==> config.mk <==
export PLATFORM = sky130hd
export DESIGN_NAME = nanjing_cpu_regs
export DESIGN_NICKNAME = d
export VERILOG_FILES = /design/src/rtl/nanjing_cpu_regs.sv
export SDC_FILE = /design/constraint.sdc
export NUM_CORES = 1
export LEC_CHECK = 0
export BUFFER_PORTS_ARGS = -buffer_cell sky130_fd_sc_hd__buf_2
export CORE_UTILIZATION = 44
export DETAILED_ROUTE_END_ITERATION = 10
export PLACE_DENSITY = 0.85
export RECOVER_POWER = 50
export SYNTH_ARGS = -nofsm -noshare
export SYNTH_HDL_FRONTEND = slang
export SYNTH_SLANG_ARGS = --single-unit
==> constraint.sdc <==
create_clock -name m2 -period 3.8 [get_ports m2]
set_input_delay 0.57 -clock m2 [delete_from_list [all_inputs] [get_ports m2]]
set_output_delay 0.57 -clock m2 [all_outputs]
set_load 0.02 [all_outputs]
==> src/rtl/nanjing_cpu_regs.sv <==
// nanjing_cpu_regs: CPU-side register front end for the nanjing mapper.
//
// Decodes CPU writes to $5xxx, stages the low PRG nibble from $50xx and
// commits it together with the high field from $52xx. It also holds the
// $53xx mode latch and an optional protection register with read-back.
//
// All state updates happen on the FALLING edge of m2 (end of CPU cycle).
//
// Build option:
//   NANJING_PROT_READ_EN  defined   -> $51xx protection register, TRIG flip
//                                      logic and $51xx/$55xx read-back.
//                         undefined -> no protection logic; cpu_dout = 0,
//                                      cpu_doe = 0, $51xx writes ignored.
//
// Ports:
//   m2         in   clock (falling-edge active)
//   rst_n      in   asynchronous active-low reset
//   cpu_rw     in   1 = read, 0 = write
//   cpu_addr   in   {~romsel_n, A14..A0}
//   cpu_din    in   CPU data bus input
//   cpu_dout   out  protection read-back data
//   cpu_doe    out  1 = drive cpu_dout onto the bus
//   prg_bank   out  committed PRG bank {hi, lo}
//   mode       out  $53xx[1:0]
//   chr_split  out  $53xx[7], auto CHR split enable
//   pending    out  1 = low nibble staged, awaiting $52xx
module nanjing_cpu_regs #(
  parameter int unsigned TIMEOUT  = 255,
  parameter int unsigned PRG_HI_W = 2
) (
  input  logic                  m2,
  input  logic                  rst_n,
  input  logic                  cpu_rw,
  input  logic [15:0]           cpu_addr,
  input  logic [7:0]            cpu_din,
  output logic [7:0]            cpu_dout,
  output logic                  cpu_doe,
  output logic [4+PRG_HI_W-1:0] prg_bank,
  output logic [1:0]            mode,
  output logic                  chr_split,
  output logic                  pending
);

  localparam int unsigned BankW   = 4 + PRG_HI_W;
  localparam logic [7:0]  CntLast = 8'(TIMEOUT - 1);

  typedef enum logic [0:0] {StIdle, StPend} state_e;

  state_e             state_q, state_d;
  logic [7:0]         cnt_q, cnt_d;
  logic [3:0]         shadow_q, shadow_d;
  logic [BankW-1:0]   bank_q, bank_d;
  logic [1:0]         mode_q, mode_d;
  logic               split_q, split_d;

  logic [7:0] page;
  logic       wr;
  logic       wr_lo, wr_hi, wr_mode;

  assign page    = cpu_addr[15:8];
  assign wr      = ~cpu_rw;
  assign wr_lo   = wr & (page == 8'h50);
  assign wr_hi   = wr & (page == 8'h52);
  assign wr_mode = wr & (page == 8'h53);

  // Bus bits that only some build options consume.
  logic unused_bus;
  assign unused_bus = ^{cpu_din, cpu_addr};

  // Bank staging FSM plus the independent mode latch.
  always_comb begin
    state_d  = state_q;
    cnt_d    = cnt_q;
    shadow_d = shadow_q;
    bank_d   = bank_q;
    mode_d   = mode_q;
    split_d  = split_q;

    unique case (state_q)
      StIdle: begin
        if (wr_lo) begin
          shadow_d = cpu_din[3:0];
          cnt_d    = 8'd0;
          state_d  = StPend;
        end else if (wr_hi) begin
          // Nothing staged: only the high field moves.
          bank_d = {cpu_din[PRG_HI_W-1:0], bank_q[3:0]};
        end
      end
      StPend: begin
        if (wr_lo) begin
          shadow_d = cpu_din[3:0];
          cnt_d    = 8'd0;
        end else if (wr_hi) begin
          // Atomic commit of both halves.
          bank_d   = {cpu_din[PRG_HI_W-1:0], shadow_q};
          shadow_d = 4'd0;
          cnt_d    = 8'd0;
          state_d  = StIdle;
        end else if (cnt_q == CntLast) begin
          // High half never arrived: drop the staged nibble.
          shadow_d = 4'd0;
          cnt_d    = 8'd0;
          state_d  = StIdle;
        end else begin
          cnt_d = cnt_q + 8'd1;
        end
      end
      default: state_d = StIdle;
    endcase

    if (wr_mode) begin
      mode_d  = cpu_din[1:0];
      split_d = cpu_din[7];
    end
  end

  always_ff @(negedge m2 or negedge rst_n) begin
    if (!rst_n) begin
      state_q  <= StIdle;
      cnt_q    <= 8'd0;
      shadow_q <= 4'd0;
      bank_q   <= '0;
      mode_q   <= 2'd0;
      split_q  <= 1'b0;
    end else begin
      state_q  <= state_d;
      cnt_q    <= cnt_d;
      shadow_q <= shadow_d;
      bank_q   <= bank_d;
      mode_q   <= mode_d;
      split_q  <= split_d;
    end
  end

  assign prg_bank  = bank_q;
  assign mode      = mode_q;
  assign chr_split = split_q;
  assign pending   = (state_q == StPend);

`ifdef NANJING_PROT_READ_EN
  logic [7:0] sec_q, sec_d;
  logic       flip_q, flip_d;
  logic       trig_last_q, trig_last_d;
  logic       wr_sec, wr_trig;

  assign wr_sec  = wr & (page == 8'h51) & ~cpu_addr[0];
  assign wr_trig = wr & (page == 8'h51) &  cpu_addr[0];

  always_comb begin
    sec_d       = sec_q;
    flip_d      = flip_q;
    trig_last_d = trig_last_q;
    if (wr_sec) begin
      sec_d = cpu_din;
    end
    if (wr_trig) begin
      // A 1 -> 0 transition on the trigger bit toggles the read-back flip.
      if (trig_last_q && !cpu_din[0]) begin
        flip_d = ~flip_q;
      end
      trig_last_d = cpu_din[0];
    end
  end

  always_ff @(negedge m2 or negedge rst_n) begin
    if (!rst_n) begin
      sec_q       <= 8'd0;
      flip_q      <= 1'b0;
      trig_last_q <= 1'b0;
    end else begin
      sec_q       <= sec_d;
      flip_q      <= flip_d;
      trig_last_q <= trig_last_d;
    end
  end

  assign cpu_dout = {sec_q[7:1], sec_q[0] ^ flip_q};
  // Qualified by rst_n so the bus is never driven while in reset.
  assign cpu_doe  = m2 & rst_n & cpu_rw & ((page == 8'h51) | (page == 8'h55));
`else
  assign cpu_dout = 8'h00;
  assign cpu_doe  = 1'b0;
`endif

endmodule

==> results.md, run 1 <==
- 2480 sq um — core area
- buf_2, or4b_4, nor3_4, buf_4, o32ai_1, a22o_1 — crit-path cells
- 4 — first-pass iteration count of the detailed router
- -235 ps — Placement Setup Slack
- 0.716 — RePlAce Congestion
- 0.235 — normalized max-slew margin
- 0.477 — portion of the post-synthesis area used by sequential elements
- 222 uW — reported net switching power
- no — setup repair after global routing missed its margin
- 5.60 — via density per instance
- primary input — Setup crit start kind
- 53.2 microns — horizontal die dimension
- 0 — total grt overflow
- 0 — initial antenna violation count
- reg2reg — worst hold-check path type
- 2330 microns — total length of routed wires
- 0 — final number of setup-violating endpoints
- 46 — number of placed I/O pins
- 18 — # rows
- 3800 microns — first-pass GRT wire length
- 0.320 — proportion of total power due to net switching
- 1150 sq um — cell area after synthesis
- 22 — # clock sinks
- 1330 sq um — instance area at placement
- in2reg — critical path type
- 11.8 sq um — mean area per synthesized cell
- 0.483 — sequential share of power
- 0.554 — Util after Layout
- 0 — antenna cells
- clkbuf_4 — Clock Tree Root
- 0.260 — clock network fraction of total power
- 2830 sq um — die area
- 1810 microns — placed wire-length estimate after detailed placement
- simple AND/OR/NAND/NOR gates — CP delay by family, top
- 0 — Fin. Hold Viols
- 22 — synthesis-stage register bit count
- 23 — largest net degree at the start of global routing
- 580 ps — biggest cell delay along the critical path
- 0 — hold buffers post-CTS
- completed — status
- 0.257 — combinational group share of total power
- 1980 ps — Arr. time, crit path
- 0 — setup repair bufs after CTS
- 1 — H-tree depth
- 85.4 ps — minimum setup slack in the final design
- 18.9% — Layout area overhead
- 0 ps — aggregate negative setup slack
- 0 — Gates resized, CTS repair
- 0 — number of remaining DRC errors
- 53.2 microns — vertical extent of the die
- 162 — final net count
- 2 — Bufs on Longest Clock Path
- 310 ps — later-pin clock latency in the skew report
- done — TritonCTS clock tree
- 98 — gate count after technology mapping
- 0.193 — Total GRT Usage
- or4b_4 — highest-delay cell along the critical path
- 472 uW — internal power contribution
- 2 — Buffers & Inverters on Critical Path
- 276 uV — Peak VDD IR
- 80 ps — clock transition time at the flip-flop clock pins of the worst setup and hold paths
- 1.86 ps — clock skew
- 0 — number of nets with antenna violations after detailed routing
- 25 — port bufs
- 2070 ps — required time of the worst setup path
- 39 — number of distinct standard cells referenced by the synthesized netlist
- 5 — crit-path max FO
- 506 nW/um^2 — power density normalized to cell area
- 3 — number of buffers inserted during clock tree synthesis
- 0.371 — fraction of layout instances using a drive strength above 1
- 0 — number of maximum-capacitance violations
- 14.4 microns — final routed wire length divided by cell count
- flip-flop — Critical Path Sink Type
- 908 — number of vias in the routed layout
- 0.681 nW — static leakage
- 1150 ps — slew of the pin with the lowest slew margin
- 0 — number of max-slew violations in the final report
- 0.466 — initial standard-cell utilization of the core
- 883 — vias in the first global route
- 0 — synthesis warning total
- 1370 sq um — post-layout instance area
- 14 — number of design-rule violations left by the first detailed-router iteration
[final timing paths]
path / from / to / slack (ps) / cells after the start
min reg2reg: shadow_q[1] / shadow_q[1] / 450 / 1
min: shadow_q[1] / shadow_q[1] / 450 / 1
max reg2reg: cnt_q[3] / shadow_q[3] / 1800 / 4
min in group asynchronous: rst_n / pending / 2230 / 1
max: cpu_addr[13] / cnt_q[5] / 90 / 6
max in group asynchronous: rst_n / shadow_q[1] / 860 / 1
[layout by cell type, fill, tap and decap left out, types with 2 or more instances in the layout]
master,Yosys,final
clkbuf_4,0,3
nand3_1,3,3
ha_1,2,2
mux2_4,4,5
inv_1,2,2
conb_1,1,9
a22o_1,6,6
nor2_1,2,2
clkbuf_1,0,6
or4b_4,2,2
a221o_1,2,2
dfrtn_1,22,22
o21ai_0,4,4
mux2_2,4,4
o32ai_1,2,2
nand2_1,6,6
buf_2,0,19
buf_4,9,8
nor3_1,4,4
[area by class of cell]
cell class	instances	area, sq um
inverters	2	7.51
well taps	30	37.5
multi-input cells	71	547
clock buffers	3	22.5
clock inverters	1	30.0
repair buffers	33	178
fillers	225	1100
flip-flops and latches	22	551
[through the flow]
step	cells	power, mW	hold slack, ps
global placement	158	0.500	443
detailed placement	158	0.516	442
finish	162	0.695	449
floorplan	106	0.461	427
global route	162	0.737	469
CTS	162	0.699	453
[logic make-up after synthesis]
kind of cell    synth area share
simple gates               0.192
other cells              0.00325
mux                        0.101
flops                      0.477
fa+ha+maj                 0.0217
compound gates             0.127
buf+inv                   0.0791
[routing by layer]
metal / up-vias / GRT usage / share of wire
li1: 417 / - / -
met1: 445 / 0.217 / 0.41
met2: 39 / 0.333 / 0.52
met3: 7 / 0.0230 / 0.049
met4: 0 / 0.136 / 0.027
met5: - / 0 / 0
[state kept, by name, summed over array words and instances, names as in the netlist]
signal	flops
shadow_q	4
chr_split	1
mode	2
prg_bank	6
pending	1
cnt_q	8
[power by group through the flow]
stage	clock network, mW	logic, mW	registers (mW)
6_report	0.181	0.178	0.335
3_3_place_gp	0	0.168	0.333
2_1_floorplan	0	0.130	0.331
5_1_grt	0.198	0.198	0.342
4_1_cts	0.186	0.180	0.333
3_5_place_dp	0	0.180	0.336
[synthesized netlist by cell type (all sizes together)]
library cell   n  area, sq um
a221o          2         20.0
a22o           6         52.6
and2           1         6.26
and3           1         6.26
buf           10         78.8
clkbuf         1         5.00
conb           1         3.75
dfrtn         22          551
ha             2         25.0
inv            2         7.51
mux2           9          116
nand2          7         28.8
nand2b         1         6.26
nand3          4         32.5
nand4          1         6.26
nand4bb        1         11.3
nor2           4         25.0
nor2b          1         6.26
nor3           5         36.3
nor3b          1         7.51
nor4           1         6.26
o211ai         1         7.51
o21ai          5         25.0
o22a           1         8.76
o22ai          1         6.26
o31a           1         8.76
o32ai          2         17.5
or2            1         6.26
or4            1         8.76
or4b           2         27.5
Power figures use the tool's default switching activity.
==> run 2: changes to the inputs <==
--- a/config.mk
+++ b/config.mk
@@ -6,9 +6,9 @@
 export NUM_CORES = 1
 export LEC_CHECK = 0
 export BUFFER_PORTS_ARGS = -buffer_cell sky130_fd_sc_hd__buf_2
-export CORE_UTILIZATION = 44
+export CORE_UTILIZATION = 51
 export DETAILED_ROUTE_END_ITERATION = 10
-export PLACE_DENSITY = 0.85
+export PLACE_DENSITY = 0.94
 export RECOVER_POWER = 50
 export SYNTH_ARGS = -nofsm -noshare
 export SYNTH_HDL_FRONTEND = slang
==> run 2 against run 1 <==
  * Final area down 0.27%
  * Sequential share of layout area up 0.11 points
  * First-iteration DRC count up 43%
  * Clock power about the same
  * Wire length down 2.0%
  * Worst hold slack worse by 1.3 ps
  * Sequential power about the same
  * Utilization up 12 points
  * Critical path type unchanged
  * Critical endpoint unchanged
==> results.md, run 2 (synthesized netlist as in run 1, its figures left out) <==
- completed — status
- 4 — crit-path max FO, -1
- 8 — Largest register FFs, unchanged
- 0 — final number of setup-violating endpoints, unchanged
- primary input — Setup crit start kind
- done — TritonCTS clock tree
- 2020 ps — Arr. time, crit path, +40 ps
- 25 — port bufs, unchanged
- 1 — H-tree depth, unchanged
- 1160 ps — slew of the pin with the lowest slew margin, +15.0 ps
- reg2reg — worst hold-check path type
- 2040 sq um — core area, -18%
- 1320 sq um — instance area at placement, -0.85%
- 161 — final net count, -0.62%
- 300 ps — later-pin clock latency in the skew report, about the same
- 0 — initial antenna violation count, unchanged
- 46 — number of placed I/O pins, unchanged
- 0 — Fin. Hold Viols, unchanged
- buf_2, or4b_4, buf_4, nor3_4, buf_4, o32ai_1, a22o_1 — crit-path cells
- 0 — number of nets with antenna violations after detailed routing, unchanged
- 158 — post-layout instance count excluding filler cells, -2.5%
- 18.5% — Layout area overhead
- clkbuf_4 — Clock Tree Root
- flip-flop — Critical Path Sink Type
- 14.4 microns — final routed wire length divided by cell count, +0.46%
- 841 — vias in the first global route, -4.8%
- 0 — total grt overflow, unchanged
- 0.196 — Total GRT Usage, +0.00322
- 1670 microns — placed wire-length estimate after detailed placement, -7.9%
- 0.566 — initial standard-cell utilization of the core, +0.0994
- 4 — first-pass iteration count of the detailed router, unchanged
- 869 — number of vias in the routed layout, -4.3%
- 0.758 — RePlAce Congestion, +5.8%
- 90 ps — clock transition time at the flip-flop clock pins of the worst setup and hold paths, about the same
- in2reg — critical path type
- 2280 microns — total length of routed wires, -2.0%
- 3.09 ps — clock skew, +1.23 ps
- 3660 microns — first-pass GRT wire length, -3.6%
- 0.680 nW — static leakage, -0.14%
- -252 ps — Placement Setup Slack, -16.4 ps
- 314 uV — Peak VDD IR, +14%
- 22 — # clock sinks, unchanged
- 3 — number of buffers inserted during clock tree synthesis, unchanged
- 20 — number of design-rule violations left by the first detailed-router iteration, +6
- or4b_4 — highest-delay cell along the critical path
- 5.50 — via density per instance, -1.9%
- cnt_q — largest reg by FF count
- 43.8 ps — minimum setup slack in the final design, -41.6 ps
- 2060 ps — required time of the worst setup path, about the same
- 0 — setup repair bufs after CTS, unchanged
- 560 ps — biggest cell delay along the critical path, -20 ps
- 0.382 — fraction of layout instances using a drive strength above 1, +0.0105
- 2460 sq um — die area, -13%
- 2 — Bufs on Longest Clock Path, unchanged
- 0.225 — normalized max-slew margin, -0.0100
- 154 — # placed instances, -2.5%
- 22 x dfrtn_1, 20 x buf_2, 9 x conb_1 — most frequent cells in the layout
- 49.6 microns — horizontal die dimension, -6.8%
- dfrtn_1 — commonest non-fill, non-tap cell in the layout
- 49.6 microns — vertical extent of the die, -6.8%
- 0 — number of remaining DRC errors, unchanged
- 23 — largest net degree at the start of global routing, unchanged
- buf_4 — most frequent cell on the critical path
- 506 nW/um^2 — power density normalized to cell area, about the same
- 0 — number of maximum-capacitance violations, unchanged
- 16 — # rows, -2
- 0.670 — Util after Layout, +0.116
- 0 — antenna cells, unchanged
- 0 — number of max-slew violations in the final report, unchanged
- 448 ps — Min Hold Slack, -1.31 ps
- 1370 sq um — post-layout instance area, -0.27%
## run 2: stage by stage
step                      setup TNS [ps]  power (mW)
after detailed placement           -4060       0.513
after floorplan                     -691       0.461
after global routing               -61.6       0.728
final                                  0       0.693
after global placement             -3460       0.497
after CTS                              0       0.691
## run 2: where the power goes
group	total, mW	switching (mW)	internal, mW
logic	0.177	0.0961	0.0808
registers	0.336	0.0514	0.284
clock network	0.180	0.0739	0.107
## run 2: final timing paths
kind / slack (ps) / startpoint / cells after the start / endpoint
max: 40 / cpu_addr[15] / 7 / cnt_q[5]
min: 450 / shadow_q[0] / 1 / shadow_q[0]
max reg2reg: 1830 / cnt_q[3] / 4 / shadow_q[2]
min reg2reg: 450 / shadow_q[0] / 1 / shadow_q[0]
max in group asynchronous: 840 / rst_n / 1 / pending
min in group asynchronous: 2250 / rst_n / 1 / cnt_q[7]
## run 2: area by class of cell
class | count | area, sq um
Sequential cell | 22 | 551
Fill cell | 164 | 673
Clock buffer | 3 | 22.5
Clock inverter | 1 | 30.0
Inverter | 2 | 7.51
Timing Repair Buffer | 32 | 171
Tap cell | 27 | 33.8
Multi-Input combinational cell | 71 | 553
## run 2: routing by layer
layer | wire (microns) | global-route usage
met1 | 991 | 0.254
met2 | 1120 | 0.327
met3 | 149 | 0.0278
met4 | 22 | 0.0810
met5 | 0 | 0
## run 2: worst max-delay path, delay by kind of cell
family | cells | cell delay [ps]
buffers and inverters | 3 | 420
AND/OR/NAND/NOR | 2 | 760
AO/OA/AOI/OAI | 2 | 260
## run 2: timing repair
action | in CTS | in global routing
setup endpoints to repair | 0 | 1
hold buffers | 0 | 0
resized for setup | 0 | 1
==> run 3: changes to the inputs <==
--- a/config.mk
+++ b/config.mk
@@ -8,7 +8,9 @@
 export BUFFER_PORTS_ARGS = -buffer_cell sky130_fd_sc_hd__buf_2
 export CORE_UTILIZATION = 51
 export DETAILED_ROUTE_END_ITERATION = 10
-export PLACE_DENSITY = 0.94
+export GPL_ROUTABILITY_DRIVEN = 0
+export GPL_TIMING_DRIVEN = 0
+export PLACE_DENSITY = 0.83
 export RECOVER_POWER = 50
 export SYNTH_ARGS = -nofsm -noshare
 export SYNTH_HDL_FRONTEND = slang
==> run 3 against run 2 <==
  * Combinational power about the same
  * Via count increased by 1.8%
  * Critical path depth decreased by 1
  * Total power decreased by 0.76%
  * Wire length decreased by 5.5%
  * Clock skew rose by 4.2 ps
  * Final cell count increased by 4.4%
  * Clock power about the same
  * Critical path type unchanged
  * Critical endpoint is now prg_bank[0]
  * Highest routed layer unchanged
==> results.md, run 3 (synthesized netlist as in run 1, its figures left out) <==
- 0 — Fin. Hold Viols, unchanged
- 0.242 — normalized max-slew margin, +0.0170
- 7.30 ps — clock skew, +4.21 ps
- 0.694 — Util after Layout, +0.0233
- 46 — number of placed I/O pins, unchanged
- 90 ps — clock transition time at the flip-flop clock pins of the worst setup and hold paths, about the same
- 2040 sq um — core area, unchanged
- shadow_q[2] — Worst Hold Launch
- in2reg — critical path type
- 5.36 — via density per instance, -2.5%
- 3730 microns — first-pass GRT wire length, +2.1%
- 448 ps — Min Hold Slack, +0.289 ps
- 0.312 — proportion of total power due to net switching, -0.00763
- cpu_addr[15] — CP Launch Point
- 0 — number of maximum-capacitance violations, unchanged
- 0 — number of remaining DRC errors, unchanged
- 0 — number of nets with antenna violations after detailed routing, unchanged
- 158 — # placed instances, +2.6%
- 0 — total grt overflow, unchanged
- 23 — largest net degree at the start of global routing, unchanged
- 2460 sq um — die area, unchanged
- 872 — vias in the first global route, +3.7%
- 1420 sq um — post-layout instance area, +3.5%
- 1140 ps — slew of the pin with the lowest slew margin, -25.5 ps
- 310 ps — later-pin clock latency in the skew report, about the same
- shadow_q[2] — hold path endpoint
- 10 — crit-path max FO, +6
- 0 — antenna cells, unchanged
- shadow_q[3] — Worst R2R End
- 0.484 — sequential share of power, about the same
- flip-flop — Critical Path Sink Type
- 1850 ps — Worst R2R Setup Slack, +20 ps
- 4 — first-pass iteration count of the detailed router, unchanged
- 13.1 microns — final routed wire length divided by cell count, -9.5%
- 2160 microns — total length of routed wires, -5.5%
- cnt_q — largest reg by FF count
- 287 uV — Peak VDD IR, -8.5%
- 0.566 — initial standard-cell utilization of the core, unchanged
- 0.719 nW — static leakage, +5.7%
- 2 — Bufs on Longest Clock Path, unchanged
- 25 — port bufs, unchanged
- 20 — number of design-rule violations left by the first detailed-router iteration, unchanged
- 1990 ps — Arr. time, crit path, -30 ps
- clkbuf_4 — Clock Tree Root
- 1 — Cells on Worst Hold Path, unchanged
- dfrtn_1 — commonest non-fill, non-tap cell in the layout
- completed — status
- 486 nW/um^2 — power density normalized to cell area, -4.1%
- 0.262 — clock network fraction of total power, +0.002
- 4 — cells on worst reg2reg path, unchanged
- 22 x dfrtn_1, 20 x buf_2, 12 x buf_4 — most frequent cells in the layout
- 22 — # clock sinks, unchanged
- 473 uW — internal power contribution, +0.35%
- 1 — H-tree depth, unchanged
- no — setup repair after global routing missed its margin
- done — TritonCTS clock tree
- reg2reg — worst hold-check path type
- 16 — # rows, unchanged
- 0.202 — Total GRT Usage, +0.00539
- 2060 ps — required time of the worst setup path, about the same
- 0 — number of max-slew violations in the final report, unchanged
- 3 — number of buffers inserted during clock tree synthesis, unchanged
- 0.254 — combinational group share of total power, about the same
- 0 — initial antenna violation count, unchanged
- 49.6 microns — horizontal die dimension, unchanged
- 165 — post-layout instance count excluding filler cells, +4.4%
- primary input — Setup crit start kind
- 1350 sq um — instance area at placement, +2.4%
- 885 — number of vias in the routed layout, +1.8%
- cnt_q[3] — reg-to-reg startpoint
- 49.6 microns — vertical extent of the die, unchanged
- 214 uW — reported net switching power, -3.1%
- 168 — final net count, +4.3%
- 1600 microns — placed wire-length estimate after detailed placement, -4.0%
- 22.6% — Layout area overhead
- 0 — final number of setup-violating endpoints, unchanged
- 8 — Largest register FFs, unchanged
- 0.406 — fraction of layout instances using a drive strength above 1, +0.0241
-- run 3: cell count changes in the layout (fill, tap and decap cells not counted) --
| cell | before | now |
|---|---|---|
| buf_4 | 7 | 12 |
| clkbuf_2 | 0 | 1 |
| o22ai_2 | 1 | 0 |
| o22ai_1 | 0 | 1 |
| buf_6 | 0 | 1 |
-- run 3: per-layer routing --
layer  track usage  up-vias  part of all wire
met3        0.0185        7             0.044
li1              -      426                 -
met2         0.369       35              0.51
met4         0.114        0             0.032
met5             0        -                 0
met1         0.225      417              0.41
-- run 3: power groups by stage --
stage	sequential [mW]	clock, mW	combinational, mW
6_report	0.333	0.180	0.175
5_1_grt	0.340	0.190	0.197
4_1_cts	0.331	0.183	0.176
3_5_place_dp	0.333	0	0.177
3_3_place_gp	0.332	0	0.169
2_1_floorplan	0.331	0	0.130
-- run 3: metrics by stage --
step / total power [mW] / setup slack [ps] / TNS [ps]
floorplan: 0.461 / -74.1 / -691
global placement: 0.501 / -288 / -3610
detailed placement: 0.511 / -327 / -4080
CTS: 0.690 / 70.2 / 0
global route: 0.727 / 26.4 / 0
finish: 0.688 / 66.0 / 0
-- run 3: repair_timing --
item	in CTS	in global routing
resized for setup	0	0
setup endpoints to repair	3	0
hold buffers	0	0
buffers inserted	3	0
-- run 3: layout make-up --
cell class,count,area [sq um]
Clock inverter,1,30.0
Tap cell,27,33.8
Timing Repair Buffer,28,141
Multi-Input combinational cell,71,547
Sequential cell,22,551
Clock buffer,3,22.5
Buffer,11,83.8
Fill cell,159,626
Inverter,2,7.51
-- run 3: worst max path at each step --
stage                   to  slack [ps]
5_1_grt        prg_bank[0]          30
2_1_floorplan     cnt_q[3]         -70
3_5_place_dp   shadow_q[3]        -330
3_3_place_gp   shadow_q[0]        -290
4_1_cts        prg_bank[0]          70
6_report       prg_bank[0]          70
-- run 3: worst max-delay path: stages --
cell     delay, ps
buf_2          110
or4b_4         580
nor2_4         150
buf_6          160
nand3_4        110
mux2_4         310
